`config.mk`:
```
export PLATFORM = sky130hd
export DESIGN_NAME = rocker_dir_pulse
export DESIGN_NICKNAME = d
export VERILOG_FILES = /design/src/rtl/rocker_dir_pulse.sv
export SDC_FILE = /design/constraint.sdc
export NUM_CORES = 1
export LEC_CHECK = 0
export BUFFER_PORTS_ARGS = -buffer_cell sky130_fd_sc_hd__buf_2
export CORE_UTILIZATION = 30
export CTS_BUF_LIST = sky130_fd_sc_hd__clkbuf_4 sky130_fd_sc_hd__clkbuf_8 sky130_fd_sc_hd__clkbuf_16
export CTS_CLUSTER_SIZE = 30
export DETAILED_ROUTE_END_ITERATION = 6
export GPL_ROUTABILITY_DRIVEN = 0
export PLACE_DENSITY = 0.52
export SETUP_SLACK_MARGIN = 0.05
export SYNTH_ARGS = -nofsm -noshare
export SYNTH_HDL_FRONTEND = slang
export SYNTH_SLANG_ARGS = --single-unit
```
`constraint.sdc`:
```
create_clock -name clk -period 3.8 [get_ports clk]
set_input_delay 0.38 -clock clk [delete_from_list [all_inputs] [get_ports clk]]
set_output_delay 0.38 -clock clk [all_outputs]
set_load 0.05 [all_outputs]
```
`src/rtl/rocker_dir_pulse.sv`:
```
// rocker_dir_pulse
//   Turns raw joystick samples from the SPI rocker reader into one-cycle
//   cursor/scroll command pulses. Each axis has a hysteresis FSM with a
//   first-press pulse and typematic auto-repeat. The stick button is
//   edge-detected into a single click. If samples stop arriving, a stale-sample
//   timeout forces both axes idle.
//
// Ports
//   clk          system clock
//   rst          asynchronous reset, active low
//   sample_valid one-cycle strobe qualifying x_pos / y_pos / btn_raw
//   x_pos        horizontal axis sample, unsigned 10-bit
//   y_pos        vertical axis sample, unsigned 10-bit
//   btn_raw      stick button bit from the same sample
//   left/right   one-cycle X-axis move pulses
//   up/down      one-cycle Y-axis move pulses
//   click        one-cycle pulse on a button press
//   x_active     X axis FSM is not idle
//   y_active     Y axis FSM is not idle
module rocker_dir_pulse #(
  parameter int CENTER        = 512,
  parameter int ENGAGE        = 300,
  parameter int RELEASE       = 200,
  parameter int REPEAT_DELAY  = 40_000_000,
  parameter int REPEAT_PERIOD = 10_000_000,
  parameter int TIMEOUT       = 20_000_000
) (
  input  logic       clk,
  input  logic       rst,
  input  logic       sample_valid,
  input  logic [9:0] x_pos,
  input  logic [9:0] y_pos,
  input  logic       btn_raw,
  output logic       left,
  output logic       right,
  output logic       up,
  output logic       down,
  output logic       click,
  output logic       x_active,
  output logic       y_active
);

  localparam int RPT_MAX = (REPEAT_DELAY > REPEAT_PERIOD) ? REPEAT_DELAY : REPEAT_PERIOD;
  localparam int CNT_MAX = (RPT_MAX > TIMEOUT) ? RPT_MAX : TIMEOUT;
  localparam int CNT_W   = $clog2(CNT_MAX);

  localparam logic [CNT_W-1:0] DELAY_LAST  = CNT_W'(REPEAT_DELAY - 1);
  localparam logic [CNT_W-1:0] PERIOD_LAST = CNT_W'(REPEAT_PERIOD - 1);
  localparam logic [CNT_W-1:0] TMO_LAST    = CNT_W'(TIMEOUT - 1);

  localparam logic signed [10:0] CENTER_S  = 11'(CENTER);
  localparam logic signed [10:0] ENG_POS   = 11'(ENGAGE);
  localparam logic signed [10:0] ENG_NEG   = -11'(ENGAGE);
  localparam logic signed [10:0] REL_POS   = 11'(RELEASE);
  localparam logic signed [10:0] REL_NEG   = -11'(RELEASE);

  typedef enum logic [1:0] {IDLE, HOLD, REPEAT} axis_state_t;

  // Index 0 is the X axis (pos = right), index 1 is the Y axis (pos = up).
  logic [1:0][9:0]       pos;
  logic signed [10:0]    off [2];
  logic [1:0]            eng_pos;
  logic [1:0]            engage;
  logic [1:0]            in_rel;

  axis_state_t           st [2];
  logic [1:0]            dir;        // 1 = positive direction
  logic [1:0][CNT_W-1:0] cnt;
  logic [1:0]            pulse_pos;
  logic [1:0]            pulse_neg;

  logic [CNT_W-1:0]      tmo_cnt;
  logic                  tmo_fire;
  logic                  btn_latch;

  assign pos = {y_pos, x_pos};

  // Offset from rest and threshold decisions. Equality with +/-ENGAGE does
  // not engage; equality with +/-RELEASE does not release.
  // NOTE: every always_comb output gets a value on every path, so no latch is inferred.
  always_comb begin
    for (int a = 0; a < 2; a++) begin
      off[a]     = $signed({1'b0, pos[a]}) - CENTER_S;
      eng_pos[a] = (off[a] > ENG_POS);
      engage[a]  = (off[a] > ENG_POS) || (off[a] < ENG_NEG);
      in_rel[a]  = (off[a] < REL_POS) && (off[a] > REL_NEG);
    end
  end

  // A stale stream only times out in cycles without a fresh sample.
  assign tmo_fire = !sample_valid && (tmo_cnt == TMO_LAST);

  // Per-axis FSMs. Branch order encodes priority: timeout, then an engaging
  // sample (first press or reversal), then release, then repeat expiry. This
  // ordering lets a release/reversal sample suppress a coincident repeat pulse.
  // NOTE: sequential state uses non-blocking assignments so every register samples pre-edge values.
  // NOTE: the per-axis arrays are small control registers, not memories, so they are all reset.
  always_ff @(posedge clk or negedge rst) begin
    if (!rst) begin
      for (int a = 0; a < 2; a++) begin
        st[a] <= IDLE;
      end
      cnt       <= '0;
      dir       <= '0;
      pulse_pos <= '0;
      pulse_neg <= '0;
    end else begin
      for (int a = 0; a < 2; a++) begin
        pulse_pos[a] <= 1'b0;
        pulse_neg[a] <= 1'b0;
        if (tmo_fire) begin
          st[a]  <= IDLE;
          cnt[a] <= '0;
        end else if (sample_valid && engage[a] &&
                     (st[a] == IDLE || dir[a] != eng_pos[a])) begin
          st[a]        <= HOLD;
          dir[a]       <= eng_pos[a];
          cnt[a]       <= '0;
          pulse_pos[a] <= eng_pos[a];
          pulse_neg[a] <= !eng_pos[a];
        end else if (sample_valid && st[a] != IDLE && in_rel[a]) begin
          st[a]  <= IDLE;
          cnt[a] <= '0;
        end else if (st[a] == HOLD && cnt[a] == DELAY_LAST) begin
          st[a]        <= REPEAT;
          cnt[a]       <= '0;
          pulse_pos[a] <= dir[a];
          pulse_neg[a] <= !dir[a];
        end else if (st[a] == REPEAT && cnt[a] == PERIOD_LAST) begin
          cnt[a]       <= '0;
          pulse_pos[a] <= dir[a];
          pulse_neg[a] <= !dir[a];
        end else if (st[a] != IDLE) begin
          cnt[a] <= cnt[a] + CNT_W'(1);
        end
      end
    end
  end

  // Stale-sample timer (saturating) and button edge detector.
  always_ff @(posedge clk or negedge rst) begin
    if (!rst) begin
      tmo_cnt   <= '0;
      btn_latch <= 1'b0;
      click     <= 1'b0;
    end else begin
      click <= sample_valid && btn_raw && !btn_latch;
      if (sample_valid) begin
        tmo_cnt   <= '0;
        btn_latch <= btn_raw;
      end else if (tmo_fire) begin
        btn_latch <= 1'b0;
      end else begin
        tmo_cnt <= tmo_cnt + CNT_W'(1);
      end
    end
  end

  assign right    = pulse_pos[0];
  assign left     = pulse_neg[0];
  assign up       = pulse_pos[1];
  assign down     = pulse_neg[1];
  assign x_active = (st[0] != IDLE);
  assign y_active = (st[1] != IDLE);

endmodule
```
# Yosys cells after proc, flatten, opt, wreduce, memory -nomap -nowiden
# Index checks and enable logic that the tools add are counted.
[op_classes] add_sub_neg=5 n_lt_le_gt_ge=8 eq_ne=12 mux=44 bitwise_logic=1 n_reduce_logical=38
[ops] operator="26-bit 2-to-1 mux" n=14
[ops] operator="26-bit by 1-bit adder with 26-bit output, second input constant" n=3
[ops] operator="26-bit by 24-bit equality test with 1-bit output, second input constant" n=2
[ops] operator="26-bit equality test, second input constant" n=2
[ops] operator="26-bit by 25-bit equality test with 1-bit output, second input constant" n=1
[ops] operator="11-bit by 10-bit greater-than comparator with 1-bit output, second input constant" n=2
[ops] operator="11-bit by 9-bit greater-than comparator with 1-bit output, second input constant" n=2
[ops] operator="11-bit by 10-bit < comparator with 1-bit output, second input constant" n=2
[ops] operator="11-bit by 9-bit < comparator with 1-bit output, second input constant" n=2
[ops] operator="1-bit 2-to-1 mux" n=22
[ops] operator="10-bit by 10-bit subtractor with 11-bit output, second input constant" n=2
[ops] operator="1-bit logical AND" n=17
[ops] operator="2-bit 2-to-1 mux" n=8
[ops] operator="6-bit nonzero test" n=2
[ops] operator="4-bit nonzero test" n=2
[ops] operator="1-bit zero test" n=6
[ops] operator="2-bit nonzero test" n=3
[ops] operator="2-bit by 1-bit equality test with 1-bit output, second input constant" n=2
[ops] operator="2-bit equality test, second input constant" n=2
[ops] operator="2-bit zero test" n=2
[ops] operator="1-bit logical OR" n=4
[ops] operator="2-bit AND reduction" n=2
[ops] operator="1-bit inequality test" n=2
[ops] operator="2-bit inequality test, second input constant" n=1
[ops] operator="1-bit NOT" n=1
[word_totals] register_bits=90 input_bits=24 out_inout_bits=7 wordCells=119

# Logic depth before layout (Yosys ltp)
[logic_depth] ltp_word=7 ltp_mapped=8 depth_no_buf=6

# Least setup slack after synthesis
# OpenSTA, ideal clock, no wires.
[synth_path] path_type="register -> register" from="reg st[3] (netlist bit)" to="reg pulse_neg[0]" setup_ns=0.124 t_arrival_ns=2.057 required_time_ns=3.676 setup_slack_ns=1.619 stages_incl_launch_ff=8 n_path_buf=1 period_less_slack_ns=2.181 cell_sequence="dfrtp_1 nor2_2 clkinv_1 nand2_1 mux2i_1 o211ai_4 buf_6 o21bai_1"
[synth_between] word_cells_on_any_way=15 classes_between="2 x eq/ne; 5 x mux; 8 x reduce/logical"
[synth_lines] element="start: declaration" line="66" text="axis_state_t st [2];"
[synth_lines] element="start signal: indexed assignment" line="101" text="st[a] <= IDLE;"
[synth_lines] element="start signal: indexed assignment" line="112" text="st[a] <= IDLE;"
[synth_lines] element="start signal: indexed assignment" line="116" text="st[a] <= HOLD;"
[synth_lines] element="2-bit nonzero test"
[synth_lines] element="via x_active" line="39" text="output logic x_active,"
[synth_lines] element="1-bit logical AND (2 in series)" line="121" text="end else if (sample_valid && st[a] != IDLE && in_rel[a]) begin"
[synth_lines] element="1-bit 2-to-1 mux" line="121"
[synth_lines] element="1-bit 2-to-1 mux" line="114" text="end else if (sample_valid && engage[a] &&"
[synth_lines] element="1-bit 2-to-1 mux" line="111" text="if (tmo_fire) begin"
[synth_lines] element="end signal: indexed assignment" line="120" text="pulse_neg[a] <= !eng_pos[a];"
[synth_lines] element="end signal: indexed assignment" line="128" text="pulse_neg[a] <= !dir[a];"
[synth_lines] element="end signal: indexed assignment" line="132" text="pulse_neg[a] <= !dir[a];"
[synth_lines] element="end: declaration" line="70" text="logic [1:0] pulse_neg;"
# The timed path passes the listed nets, and every way through them passes these cells.
# A chain may end at the register's enable or synchronous reset.

# Final worst setup path
[layout_path] from="reg st[3] (netlist bit)" to="reg pulse_neg[0]"
[layout_between] elab_chain_cells=7 word_cells_on_any_way=15 classes_between="2 x eq/ne; 5 x mux; 8 x reduce/logical"
[layout_lines] element="2-bit equality test" line="129" text="end else if (st[a] == REPEAT && cnt[a] == PERIOD_LAST) begin"
[layout_lines] element="1-bit logical AND" line="129"
[layout_lines] element="1-bit 2-to-1 mux" line="129"
[layout_lines] element="1-bit 2-to-1 mux" line="124" text="end else if (st[a] == HOLD && cnt[a] == DELAY_LAST) begin"
[layout_lines] element="1-bit 2-to-1 mux" line="121"
[layout_lines] element="1-bit 2-to-1 mux *" line="114"
[layout_lines] element="1-bit 2-to-1 mux *" line="111"
# Every way passes the cells marked *; elsewhere a longest branch is shown, timed or not.

==> results.md <==
Clock network:
- The H-tree was split into 3 levels.
- The number of hold buffers added after CTS was 0.
- No sink is reached through more buffers than the 2 on the longest clock path.
- In this run, CTS created clock tree buffers numbering 9.
- The number of clock sinks is 90.
- The number of gates resized after cts is 0.
- The worst-skew pair later-pin latency is 0.35 ns.
- The number of setup buffers added after CTS is 0.
- TritonCTS built the clock tree.
- Clock-pin slew was measured on the worst setup and hold paths at 0.06 ns.
- The root buffer cell chosen for the clock tree is sky130_fd_sc_hd__clkbuf_16.

Die:
- The core region is 0.0165 mm^2.
- The initial standard-cell utilization of the core is 0.306.
- From bottom edge to top edge, the die measures 132 um.
- The number of rows in the core area is 47.
- 31 I/O pins were placed.
- The die area is 0.0174 mm^2.
- The horizontal die dimension is 132 um.

Synthesis:
- After synthesis, the largest family of logic cells by area is simple AND/OR/NAND/NOR gates.
- The parity-gate share of the synthesized area counting xor and xnor cells is 0.107.
- After synthesis the netlist holds a flip-flop and latch count of 90.
- The gate count after technology mapping is between 500 and 600.
- In the synthesized netlist the async set-or-reset flop fraction comes to 1.00.
- The most common flop cell mapped by yosys is sky130_fd_sc_hd__dfrtp_1.
- The compound-cell area share of the yosys netlist is 0.0807.
- Yosys mapped a number of flops with a built-in enable equal to 0.
- The netlist uses 53 different library cells.
- The fraction of the mapped netlist area in simple logic gates is 0.322.
- Of the synthesized area, sequential elements account for 0.446.
- The Yosys step of the flow raised 0 warnings.
- A synthesized cell averages 9.36 um^2.
- Of the total synthesized cell area, the portion taken by full adders, half adders and majority gates is 0.00743.
- The multiplexer area fraction after synthesis is 0.00594.
- Synthesis produced a netlist with a net count of 567.
- The mapped cell area is 0.00505 mm^2.

Worst setup path:
- STA classifies the critical path endpoint as a flip-flop.
- The critical path launch point is st[3].
- The path type of the worst setup path is reg -> reg.
- Counting both buffers and inverters, the worst setup path holds a total of 1.
- The worst setup path is launched from a flip-flop.
- For the worst flop-to-flop path, the logic depth is 6.
- The data arrival time of the critical path is 2.65 ns.
- The critical register-to-register path startpoint is st[3].
- In this run the critical register-to-register path is captured at pulse_neg[0].
- For the worst setup path, the data required time is 4.00 ns.
- The largest delay contributor family on the critical path is compound AO/OA/AOI/OAI gates.
- The maximum fanout along the worst path is 28.
- The stage delay of the slowest cell on the critical path is 0.66 ns.
- The worst register-to-register path has a setup slack of ~1.4 ns.
- Among all stages on the critical path, the largest delay is contributed by sky130_fd_sc_hd__o211ai_4.
- The critical path goes through nor2_2 -> clkinv_1 -> nand2_1 -> mux2i_1 -> o211ai_4 -> o21bai_1.

Power and ir drop:
- The largest voltage drop on the vdd net is ~0.31 mV.
- Of the total power, the clock network draws 0.376.
- For this design the static power due to leakage is 2.31 nW.
- The share of power burned in combinational logic is 0.167.
- For this design the ratio of total power to cell area is 426 mW/mm^2.
- The share of total power dissipated in sequential elements is 0.457.
- In this run the power spent charging and discharging nets is 0.767 mW.
- The switching share of power is 0.315.
- Internal power comes to 1.67 mW.

Timing:
- The worst path needs 2.45 ns of the cycle, external delays included.
- After layout, the worst setup slack is between 1 and 1.5 ns.
- Setup repair after global routing left no endpoint under its margin.
- Timing would allow up to 408 MHz.
- Setup violations remaining at the end of the flow were counted as 0.
- Headroom to the max-slew limit came out at 0.222.
- The smallest hold slack is about 0.16 ns.
- Clock skew on the completed layout was measured at 0.00751 ns.
- At the pin with the least slew margin, the transition time is roughly 1.2 ns.
- The final max-slew violation count came to 0.
- The final hold violation count was 0.
- Summed over all failing endpoints, the final setup total negative slack is 0 ns.
- Dividing the final minimum period by the clock period gives 0.645.

Final layout:
- The repair_antennas step left the layout with diodes totalling 0.
- The layout overhead on the synthesized area is 13.2%.
- Counting the fill cells in the layout gives 1681.
- In the final design database the tool counted 597 nets.
- Once layout is complete, the utilization of the core stands at 0.346.
- The sequential standard cell area is 0.00225 mm^2.
- The layout cell share with drive strength beyond 1 is 0.117.
- Leaving out fill and tap cells, the most frequent cells in the layout are sky130_fd_sc_hd__dfrtp_1 (90), sky130_fd_sc_hd__nor2_1 (58), sky130_fd_sc_hd__nand2_1 (49).
- The most common library cell in the layout ignoring fill and taps is sky130_fd_sc_hd__dfrtp_1.
- Summing all multi-input logic gate instances after layout gives roughly 0.0026 mm^2.

GRT:
- The pin count of the biggest net entering global routing is 68.
- The initial antenna violation count is 0.
- The first global-routing pass estimated 20.0 mm of wire.
- Summed over all layers, the global routing overflow is 0.
- Across every metal layer, demand over resource in global routing totals 0.141.
- The number of global-route vias before repair came to a little over 4k.

Status:
- The flow ran to the end, and the final reports show no timing, DRC or antenna violations.

Routing:
- The routed layout has 4151 vias.
- The DRC violations left is 0.
- The via density per instance is 5.22.
- The first-pass detailed-route iteration total is 5.
- The number of DRC markers after the initial detailed-route iteration is 248.
- After detailed routing, the average wire length per cell comes to 14.7 um.
- The number of antenna-violating nets in the routed design is 0.
- The total length of routed wires is 11.7 mm.

Placed design:
- The half-perimeter wire length of the detailed placement result is a little over 8 mm.
- The setup slack at placement is 1.36 ns.
- Port buffering added 30 buffers.

Job:
- Max-cap violations in this run came to 0.

Hold path:
- The min-delay analysis places its worst path in the category in -> async.
==> layer usage <==
layer	routed length, um	part of all wire	global-route usage
met1	5620	0.48	0.191
met2	5430	0.46	0.222
met3	487	0.042	0.0361
met4	159	0.014	0.0413
met5	0	0	0
==> cell usage after synthesis (all sizes together), types with 2 or more instances <==
cell     number  share of area
nor4         16          0.024
mux2i         3         0.0059
dfrtp        90           0.45
xor2         40          0.069
nor3b        11          0.017
or4           8          0.012
xnor2        22          0.038
o21bai        2         0.0030
nor4b         5         0.0087
o211ai        6          0.013
or3           5         0.0062
or4bb         2         0.0045
and4          9          0.016
o31ai         6         0.0089
inv          10         0.0074
nor3         37          0.038
o21a          3         0.0045
o2111a        2         0.0045
nand3        32          0.032
and3         13          0.016
ha            3         0.0074
o2111ai       4         0.0069
and2          3         0.0037
clkbuf        6         0.0045
a211oi        3         0.0045
nand2        49          0.036
nand4        32          0.041
o21ai        11          0.011
or4b          8          0.016
a21oi        19          0.019
buf          11          0.018
nor2         59          0.044
nand2b        3         0.0037
==> layout make-up <==
class | instances | area share
tap | 220 | 0.0481
clock inverter | 6 | 0.0116
clock buffer | 10 | 0.0418
inverter | 11 | 0.00722
multi-input combinational | 422 | 0.463
timing repair buffer | 36 | 0.0346
sequential | 90 | 0.394
==> power groups by stage <==
stage	clock, mW	sequential [mW]	combinational [mW]
4_1_cts	0.946	1.11	0.415
6_report	0.915	1.11	0.407
3_5_place_dp	0	1.13	0.412
5_1_grt	0.985	1.12	0.461
2_1_floorplan	0	1.11	0.309
3_3_place_gp	0	1.13	0.401
==> how the worst max path moves through the flow <==
stage              endpoint  cells past startpoint
6_report       pulse_neg[0]                      6
3_5_place_dp        cnt[25]                      5
5_1_grt              cnt[2]                      6
4_1_cts              cnt[5]                      5
2_1_floorplan  pulse_neg[0]                      7
3_3_place_gp         cnt[5]                      5
==> through the flow <==
stage | power, mW | instance area, um^2 | std cells
floorplan | 1.42 | 5050 | 540
global placement | 1.53 | 5410 | 779
detailed placement | 1.54 | 5410 | 779
CTS | 2.47 | 5720 | 795
global route | 2.57 | 5720 | 795
finish | 2.43 | 5720 | 795
==> cells by family after synthesis <==
| family | count (synthesis) |
|---|---|
| xor gates and xnor gates | 62 |
| muxes | 3 |
| adders and majority gates | 3 |
| buffers and inverters | 28 |
| AOI/OAI and AO/OA | 60 |
| DFF | 90 |
| and+or+nand+nor | 294 |
==> sequential cells by signal, summed over array words and instances (netlist names) <==
signal,count
cnt,52
tmo_cnt,26
st,4
dir,2
pulse_neg,2
pulse_pos,2
btn_latch,1
click,1
Power figures use the tool's default switching activity.
